## src/rtl/pipeline_lane_dispatch.sv

```systemverilog
// pipeline_lane_dispatch
// Dispatches a single stream of triangles round-robin across NUM_LANES math
// lanes. Each lane has a one-entry output register and an in-flight credit
// counter that is returned by lane_done. A triangle flagged s_last closes the
// frame: intake stops until every lane has drained, then frame_done pulses.

module pipeline_lane_dispatch #(
    parameter int NUM_LANES    = 2,
    parameter int DATA_WIDTH   = 256,
    parameter int META_WIDTH   = 8,
    parameter int MAX_INFLIGHT = 4
) (
    input  logic                             clk,
    input  logic                             rstn,

    // Upstream triangle stream
    input  logic                             s_valid,
    output logic                             s_ready,
    input  logic [DATA_WIDTH-1:0]            s_data,
    input  logic [META_WIDTH-1:0]            s_metadata,
    input  logic                             s_last,

    // Per-lane output registers
    output logic [NUM_LANES-1:0]             m_valid,
    input  logic [NUM_LANES-1:0]             m_ready,
    output logic [NUM_LANES*DATA_WIDTH-1:0]  m_data,
    output logic [NUM_LANES*META_WIDTH-1:0]  m_metadata,

    // Completion feedback and status
    input  logic [NUM_LANES-1:0]             lane_done,
    output logic                             frame_done,
    output logic                             busy,
    output logic                             err_underflow
);

    localparam int CNT_W  = $clog2(MAX_INFLIGHT + 1);
    localparam int LANE_W = (NUM_LANES > 1) ? $clog2(NUM_LANES) : 1;

    localparam logic [CNT_W-1:0]  CREDIT_LIMIT = CNT_W'(MAX_INFLIGHT);
    localparam logic [LANE_W-1:0] LAST_LANE    = LANE_W'(NUM_LANES - 1);

    typedef enum logic {
        ST_RUN   = 1'b0,
        ST_DRAIN = 1'b1
    } state_t;

    // ------------------------------------------------------------------
    // Declarations
    // ------------------------------------------------------------------
    state_t                state;
    state_t                state_nxt;

    logic [LANE_W-1:0]     last_grant;
    logic [LANE_W-1:0]     grant;
    logic                  grant_found;
    logic                  handshake;
    logic                  all_idle;

    logic [NUM_LANES-1:0]  eligible;
    logic [NUM_LANES-1:0]  load;
    logic [NUM_LANES-1:0]  lane_busy;
    logic [NUM_LANES-1:0]  underflow_hit;

    logic [CNT_W-1:0]      inflight [NUM_LANES];
    logic [DATA_WIDTH-1:0] data_q   [NUM_LANES];
    logic [META_WIDTH-1:0] meta_q   [NUM_LANES];

    // Lane index reached by stepping 'offset+1' lanes past 'base', wrapping.
    function automatic logic [LANE_W-1:0] lane_after(input logic [LANE_W-1:0] base,
                                                     input int                offset);
        int sum;
        sum = int'(base) + 1 + offset;
        return LANE_W'(sum % NUM_LANES);
    endfunction

    // ------------------------------------------------------------------
    // Per-lane combinational status
    // ------------------------------------------------------------------
    for (genvar i = 0; i < NUM_LANES; i++) begin : g_lane
        // A lane can take a triangle when its register is free (or being
        // taken this cycle) and it still has a credit left.
        assign eligible[i]      = (!m_valid[i] || m_ready[i]) && (inflight[i] < CREDIT_LIMIT);
        assign load[i]          = handshake && (grant == LANE_W'(i));
        assign lane_busy[i]     = m_valid[i] || (inflight[i] != '0);
        assign underflow_hit[i] = lane_done[i] && (inflight[i] == '0);

        assign m_data[i*DATA_WIDTH +: DATA_WIDTH]     = data_q[i];
        assign m_metadata[i*META_WIDTH +: META_WIDTH] = meta_q[i];
    end

    assign all_idle  = ~|lane_busy;
    assign handshake = s_valid && s_ready;

    // ------------------------------------------------------------------
    // Round-robin arbiter
    // ------------------------------------------------------------------
    // Pick the first eligible lane at or after last_grant+1; scanning offsets
    // from the far end down lets the nearest candidate win.
    always_comb begin
        // NOTE: every variable assigned in a combinational block gets a
        // default first, otherwise paths that skip the assignment infer a latch.
        grant       = '0;
        grant_found = 1'b0;
        for (int k = NUM_LANES - 1; k >= 0; k--) begin
            if (eligible[lane_after(last_grant, k)]) begin
                grant       = lane_after(last_grant, k);
                grant_found = 1'b1;
            end
        end
    end

    // Remember the lane that took the last triangle so the next search starts after it.
    always_ff @(posedge clk or negedge rstn) begin
        // NOTE: sequential state uses non-blocking assignments so every
        // register samples pre-edge values regardless of statement order.
        if (!rstn) begin
            last_grant <= LAST_LANE;
        end else if (handshake) begin
            last_grant <= grant;
        end
    end

    // ------------------------------------------------------------------
    // Lane output registers
    // ------------------------------------------------------------------
    // Valid bit: set on load, cleared when the lane takes it without a reload.
    always_ff @(posedge clk or negedge rstn) begin
        if (!rstn) begin
            m_valid <= '0;
        end else begin
            for (int i = 0; i < NUM_LANES; i++) begin
                if (load[i]) begin
                    m_valid[i] <= 1'b1;
                end else if (m_ready[i]) begin
                    m_valid[i] <= 1'b0;
                end
            end
        end
    end

    // Payload capture; content is only meaningful while the matching valid is high.
    always_ff @(posedge clk) begin
        // NOTE: the wide payload registers are deliberately left without reset;
        // m_valid alone qualifies them, so a reset would only cost routing.
        for (int i = 0; i < NUM_LANES; i++) begin
            if (load[i]) begin
                data_q[i] <= s_data;
                meta_q[i] <= s_metadata;
            end
        end
    end

    // ------------------------------------------------------------------
    // In-flight credit counters
    // ------------------------------------------------------------------
    // Count up on a grant, down on lane_done; simultaneous events cancel and
    // a done against an empty counter is absorbed (and flagged below).
    always_ff @(posedge clk or negedge rstn) begin
        if (!rstn) begin
            for (int i = 0; i < NUM_LANES; i++) begin
                inflight[i] <= '0;
            end
        end else begin
            for (int i = 0; i < NUM_LANES; i++) begin
                if (load[i] && !lane_done[i]) begin
                    inflight[i] <= inflight[i] + 1'b1;
                end else if (!load[i] && lane_done[i] && (inflight[i] != '0)) begin
                    inflight[i] <= inflight[i] - 1'b1;
                end
            end
        end
    end

    // Sticky underflow flag: a lane reported completion with nothing in flight.
    always_ff @(posedge clk or negedge rstn) begin
        if (!rstn) begin
            err_underflow <= 1'b0;
        end else if (|underflow_hit) begin
            err_underflow <= 1'b1;
        end
    end

    // ------------------------------------------------------------------
    // Frame FSM
    // ------------------------------------------------------------------
    // State register.
    always_ff @(posedge clk or negedge rstn) begin
        if (!rstn) begin
            state <= ST_RUN;
        end else begin
            state <= state_nxt;
        end
    end

    // Next state: the last triangle of a frame closes intake; a fully idle
    // block in DRAIN reopens it.
    always_comb begin
        state_nxt = state;
        case (state)
            ST_RUN: begin
                if (handshake && s_last) begin
                    state_nxt = ST_DRAIN;
                end
            end
            ST_DRAIN: begin
                if (all_idle) begin
                    state_nxt = ST_RUN;
                end
            end
            default: state_nxt = ST_RUN;
        endcase
    end

    // Outputs: intake only while running, frame_done on the exit from DRAIN.
    always_comb begin
        s_ready    = (state == ST_RUN) && grant_found;
        frame_done = (state == ST_DRAIN) && all_idle;
        busy       = (state != ST_RUN) || !all_idle;
    end

endmodule

```

## config.mk

```make
export PLATFORM = sky130hd
export DESIGN_NAME = pipeline_lane_dispatch
export DESIGN_NICKNAME = d
export VERILOG_FILES = /design/src/rtl/pipeline_lane_dispatch.sv
export SDC_FILE = /design/constraint.sdc
export NUM_CORES = 1
export LEC_CHECK = 0
export CAP_MARGIN = 20
export CORE_AREA = 8 8 309 311
export DETAILED_ROUTE_END_ITERATION = 10
export DIE_AREA = 0 0 317 319
export PLACE_DENSITY_LB_ADDON = 0.12
export REMOVE_ABC_BUFFERS = 1
export SKIP_LAST_GASP = 1
export SYNTH_ARGS = -nofsm -noshare
export SYNTH_HDL_FRONTEND = slang
export SYNTH_SLANG_ARGS = --single-unit
```

## constraint.sdc

```tcl
create_clock -name clk -period 16.1 [get_ports clk]
set_input_delay 2.415 -clock clk [delete_from_list [all_inputs] [get_ports clk]]
set_output_delay 2.415 -clock clk [all_outputs]
set_load 0.01 [all_outputs]
```

==> results.toml <==
[place]
hpwl_mm = 46.14
routabilityCongestion = 0.7431
placed_cells = 2604
placement.io_buffers = 805

[cells_and_area]
drive_gt1_share_pct = 6.728
syn_to_final_growth_pct = 69.25
fin_cells = 2720
fin_nets = 1755
layout_common_cells = "clkdlybuf4s50_1 (805), edfxtp_1 (528), clkbuf_16 (61)"
fin_util_pct = 31.08
layout_commonest_cell = "clkdlybuf4s50_1"

[sta]
final-setup-viol-count = 0
worst_pin_slew_ns = 1.028
fmax_mhz = 156.0
clock_skew_ns = 0.01087
rsz0062_at_grt = "no"
maxSlewViolCount = 0
period_needed_ns = 6.412
fin_crit_sh_pct = 39.82
finalSetupTns_ns = 0
slew_headroom_pct = 31.45
timing.hold.ws_ns = 0.4869
timing.final.hold_violations = 0

[power]
p_per_area_nw_per_um2 = 137.2
pwr-share-comb_pct = 17.7
leakage_uw = 0.009261
p_int_uw = 2899
power_frac_clock_pct = 35.0
power.switching_uw = 967.6
sequentialPowerShare_pct = 47.4
swShare_pct = 25.02
vdd_ir_drop_max_mv = 0.08660

[logic_synthesis]
synthesis.instances = 609
synthArstFlopShare_pct = 2.041
ys_seq_area_share_pct = 96.85
synth_seq_cells = 539
syn-mean-instance-area_um2 = 27.35
synth-edff-count = 528
yosys.area.top_type_share_pct = 95.19
yosysTopAreaCell = "edfxtp_1"
syn-cell-area_um2 = 16660
synth-main-ff-cell = "edfxtp_1"
synth_warnings = 0
synth_cell_types = 33
synth_area_leaders = "edfxtp_1 (95%), dfrtp_1 (1.5%), mux2i_1 (0.48%), fa_1 (0.24%), nor2b_1 (0.23%)"

[clock_tree]
clkTransAtPathRegs_ns = 0.06
cts_resized = 0
post_cts_buffers = 0
cts_hold_buffers = 0
clock_path_buffers = 3
clock-sinks = 539
htreeDepth = 2
clk_latency_ns = 0.64
clockRootBuffer = "clkbuf_16"
cts_buffers = 61
tritoncts = "built"

[global_routing]
first_global_vias = 10100
overflow = 0
grt_pass1_wl_mm = 80.81
gr-usage-all-layers_pct = 11.23
grt_start_max_net_pins = 136
antenna_found_initial = 7

[floorplanning]
coreArea_um2 = 90690
die_y_um = 319
initial_utilization_pct = 18.37
dieArea_um2 = 101100
io_pins = 806
num_rows = 111
die_w_um = 317

[job]
maxCapViolCount = 0

[setup_path]
reg2reg_slack_ns = 12.61
crit_fanout = 5
cpMostUsedCell = "clkdlybuf4s50_1"
r2r-start = "m_valid[0]"
end_kind = "output port"
startpoint = "m_ready[0]"
start_kind = "input port"
crit_path_cell_trace = "clkdlybuf4s50_1 -> and2b_1 -> o22ai_1 -> and2_1 -> clkdlybuf4s50_1"
crit_required_ns = 13.69
critical_path_arrival_ns = 4.00
cp_slowest_stage_delay_ns = 0.54
critPathKind = "in -> out"
critPathSlowestCell = "clkdlybuf4s50_1"

[detailed_routing]
via_count = 9488
ant_nets = 0
totalWireLength_mm = 60.61
drc = 0
viasPerCell = 3.488
avgRoutedWirePerCell_um = 22.28
drt_first_pass_iters = 4
drtIter0Drc = 480

[min_path]
hp-start = "err_underflow"
hp-class = "reg -> reg"

[outcome]
status = "finished, final reports clean"
## metrics by stage
stage / power [uW] / setup slack, ns / cell area (um2)
2_1_floorplan: 2141 / 2.428 / 16630
3_3_place_gp: 2570 / 9.670 / 26240
3_5_place_dp: 2567 / 9.688 / 26240
4_1_cts: 3951 / 9.676 / 28180
5_1_grt: 4036 / 9.628 / 28190
6_report: 3867 / 9.688 / 28190
## synth_stat cells, types with 2 or more instances
cell type and instances:
buf_6 2, dfrtp_1 10, edfxtp_1 528, fa_1 2
inv_1 6, mux2i_1 8, nand2_1 8, nand2b_1 2
nor2_1 8, nor2b_1 6, nor3_1 2, o211ai_1 3
o21a_1 2, or2_2 2, xnor2_1 2
## metal layers
metal,wire [um],GRT usage [%],part of all wire (%),vias up
met5,27,0,0.045,-
met4,1323,3.159,2.2,4
met3,6571,5.214,11,74
met2,34080,22.08,56,438
met1,18610,10.01,31,4737
li1,-,-,-,4235
## logic make-up (layout without fill, tap and decap cells)
kind of cell	count (synthesis)	count (layout)	share of synthesized area, %
DFF	539	539	96.85
and+or+nand+nor	36	36	1.217
AOI/OAI and AO/OA	13	13	0.7888
buffers and inverters	9	931	0.3155
muxes	8	8	0.4808
adders and majority gates	2	2	0.2404
xor gates and xnor gates	2	2	0.1052
other	0	3	0
## critical path, delay by kind of cell
| kind | cells | cell delay (ns) |
|---|---|---|
| buffers and inverters | 2 | 1.00 |
| AND/OR/NAND/NOR | 2 | 0.41 |
| AO/OA/AOI/OAI | 1 | 0.18 |
## area by class of cell
cell class / count / area (um2)
antenna: 3 / 7.507
clock buffer: 78 / 1590
clock inverter: 35 / 351.6
fill: 8853 / 62500
inverter: 6 / 22.52
multi-input combinational: 61 / 480.5
sequential: 539 / 16130
tap: 1186 / 1484
timing repair buffer: 812 / 8123
## worst paths after layout
path | to | depth (start not counted)
worst max-delay path | s_ready | 5
worst min register to register | err_underflow | 1
worst min-delay path | err_underflow | 1
min in group asynchronous | inflight[2] | 1
max in group asynchronous | inflight[3] | 1
worst max register to register | meta_q[0][14] | 4
## registers in the layout (all words and copies together) (netlist names)
| name | flops |
|---|---|
| meta_q | 16 |
| err_underflow | 1 |
| data_q | 512 |
| m_valid | 2 |
| state | 1 |
| inflight | 6 |
| last_grant | 1 |
## power groups by stage
stage | Combinational [uW] | Clock, uW | Sequential, uW
2_1_floorplan | 140 | 0 | 2000
3_3_place_gp | 709 | 0 | 1860
3_5_place_dp | 705 | 0 | 1860
4_1_cts | 708 | 1410 | 1840
5_1_grt | 728 | 1460 | 1850
6_report | 683 | 1350 | 1830
No activity file was read; power rests on OpenSTA's default activity.
==> RTL edit, RTL diff (config.mk and constraints unchanged) <==
Change the parameter `MAX_INFLIGHT` from 4 to 8.
--- a/src/rtl/pipeline_lane_dispatch.sv
+++ b/src/rtl/pipeline_lane_dispatch.sv
@@ -8,7 +8,7 @@
     parameter int NUM_LANES    = 2,
     parameter int DATA_WIDTH   = 256,
     parameter int META_WIDTH   = 8,
-    parameter int MAX_INFLIGHT = 4
+    parameter int MAX_INFLIGHT = 8
 ) (
     input  logic                             clk,
     input  logic                             rstn,
Check against the original RTL: not settled (the Yosys comparison gave no result); the edit may change what the design does.
==> RTL edit against the original RTL <==
- wire length is 1.2% higher
- synthesized area rose by 0.60%
- clock skew up 12 ps
- sequential cell count increased by 2
- non-clock buffer count up 2
- sequential power shrank 4%
- setup slack worse by 110 ps
- total power down 3.5%
- sequential share of layout area down 0.46 points
- design area rose by 1.1%
- critical endpoint unchanged
- largest power group unchanged
- highest routed layer is now met4
==> RTL edit: results (changes against the original RTL) <==
Layout
  • Nets: 1768 (was 1755)
  • Biggest regs: data_q x512, meta_q x16, inflight x8 (was data_q x512, meta_q x16, inflight x6)
  • Fraction of layout cells with a size suffix above 1: 7.59% (was 6.73%)

Global route
  • Tot GR Track Use: 11.4% (was 11.2%)
  • Initial antenna violation count: 7 (unchanged)
  • First-pass GRT wire length: 81.9 mm (was 80.8 mm)
  • Largest net degree at the start of global routing: 66 (was 136)
  • Vias in the first global route: 10200 (was 10100)

Setup path
  • Worst EP arrival: 4100 ps (was 4000 ps)
  • Worst reg2reg setup slack: 12530 ps (was 12610 ps)
  • Worst setup path startpoint: m_ready[1] (was m_ready[0])
  • CP max stage delay: 600 ps (was 540 ps)
  • Reg2reg path depth: 5 (was 4)
  • Largest fanout on the critical path: 4 (was 5)
  • Reg-to-Reg Start: inflight[7]$_DFFE_PN0P_ (was m_valid[0]$_DFFE_PN0P_)
  • Worst r2r dst: data_q[0][61]$_DFFE_PP_ (was meta_q[0][14]$_DFFE_PP_)

Routing
  • DR WL/cell: 22.4 µm (was 22.3 µm)
  • Iteration-0 DRC Markers: 406 (was 480)
  • Via density per instance: 3.47 (was 3.49)

Synth
  • Register area share after synthesis: 96.6% (was 96.9%)
  • Ranking of synthesized cells by area: edfxtp_1 (95%), dfrtp_1 (1.8%), mux2i_1 (0.48%) (was edfxtp_1 (95%), dfrtp_1 (1.5%), mux2i_1 (0.48%))
  • Xor and xnor area share after synthesis: 0.314% (was 0.105%)
  • Distinct cells, synth: 34 (was 33)
  • Mux cell area share after synthesis: 0.657% (was 0.481%)
  • Compound-gate portion of the synthesized area: 0.530% (was 0.789%)
  • Post-synth ARST share: 2.40% (was 2.04%)
  • Post-Synth Adder-Cell Area: 0.538% (was 0.240%)
  • YS warnings: 0 (unchanged)
  • Most instantiated cells after synthesis: edfxtp_1 (528), dfrtp_1 (12), mux2i_1 (8) (was edfxtp_1 (528), dfrtp_1 (10), mux2i_1 (8), nand2_1 (8), nor2_1 (8))

Clocking
  • Htree depth: 3 (was 2)
  • CTS Buf Count: 66 (was 61)
  • Clock tree buffer depth: 3 (unchanged)
  • Clock Latency Late Sink: 590 ps (was 640 ps)

Status
  • Status: finished, final reports clean (unchanged)

Pwr
  • Leak: 9.38 nW (was 9.26 nW)
  • Peak supply drop: 0.0000766 V (was 0.0000866 V)
  • Internal: 0.00284 W (was 0.00290 W)

STA
  • Worst-case clock skew: 22.4 ps (was 10.9 ps)
  • Max-slew headroom: 36.9% (was 31.4%)

Placement
  • RePlAce Congestion: 0.744 (was 0.743)
  • Post-DP HPWL: 47.1 mm (was 46.1 mm)
## RTL edit: changes by cell type after synthesis, moves of 3 or more
cell     change
nor2_1       -3
ha_1         +4
nor2b_1      -4
inv_1        -3
a21oi_1      +6
nand2_1      -6
## RTL edit: final cells by class
class                      count  area (µm²)
fill                        8807       62200
sequential                   541       16200
timing repair buffer         814        8130
clock buffer                  78        1760
tap                         1186        1480
multi-input combinational     64         558
clock inverter                41         374
antenna                        5        12.5
inverter                       3        11.3
## RTL edit: power groups by stage
| stage | combinational [W] | sequential [W] | clock (W) |
|---|---|---|---|
| floorplan | 0.000128 | 0.00187 | 0 |
| global placement | 0.000543 | 0.00179 | 0 |
| detailed placement | 0.000542 | 0.00179 | 0 |
| CTS | 0.000544 | 0.00176 | 0.00151 |
| global route | 0.000564 | 0.00177 | 0.00156 |
| finish | 0.000526 | 0.00176 | 0.00145 |
## RTL edit: how the worst max path moves through the flow
stage / slack [ps] / cells after the start / endpoint
2_1_floorplan: 4680 / 10 / inflight[3]$_DFFE_PN0P_
3_3_place_gp: 9570 / 5 / s_ready
3_5_place_dp: 9600 / 5 / s_ready
4_1_cts: 9580 / 5 / s_ready
5_1_grt: 9490 / 5 / s_ready
6_report: 9580 / 5 / s_ready
## RTL edit: stage by stage
stage / instance area [µm²] / setup WS (ps) / cells / hold slack [ps]
floorplan: 16700 / 4680 / 608 / 497
global placement: 26400 / 9570 / 2608 / 516
detailed placement: 26400 / 9600 / 2608 / 527
CTS: 28500 / 9580 / 2727 / 543
global route: 28500 / 9490 / 2732 / 575
finish: 28500 / 9580 / 2732 / 539
## RTL edit: layer usage
metal  up-vias  track usage [%]  share of wire [%]
met4         0             4.03                2.6
li1       4258                -                  -
met2       435             22.4                 56
met5         -                0                  0
met1      4686             10.2                 31
met3        88             4.76                 10
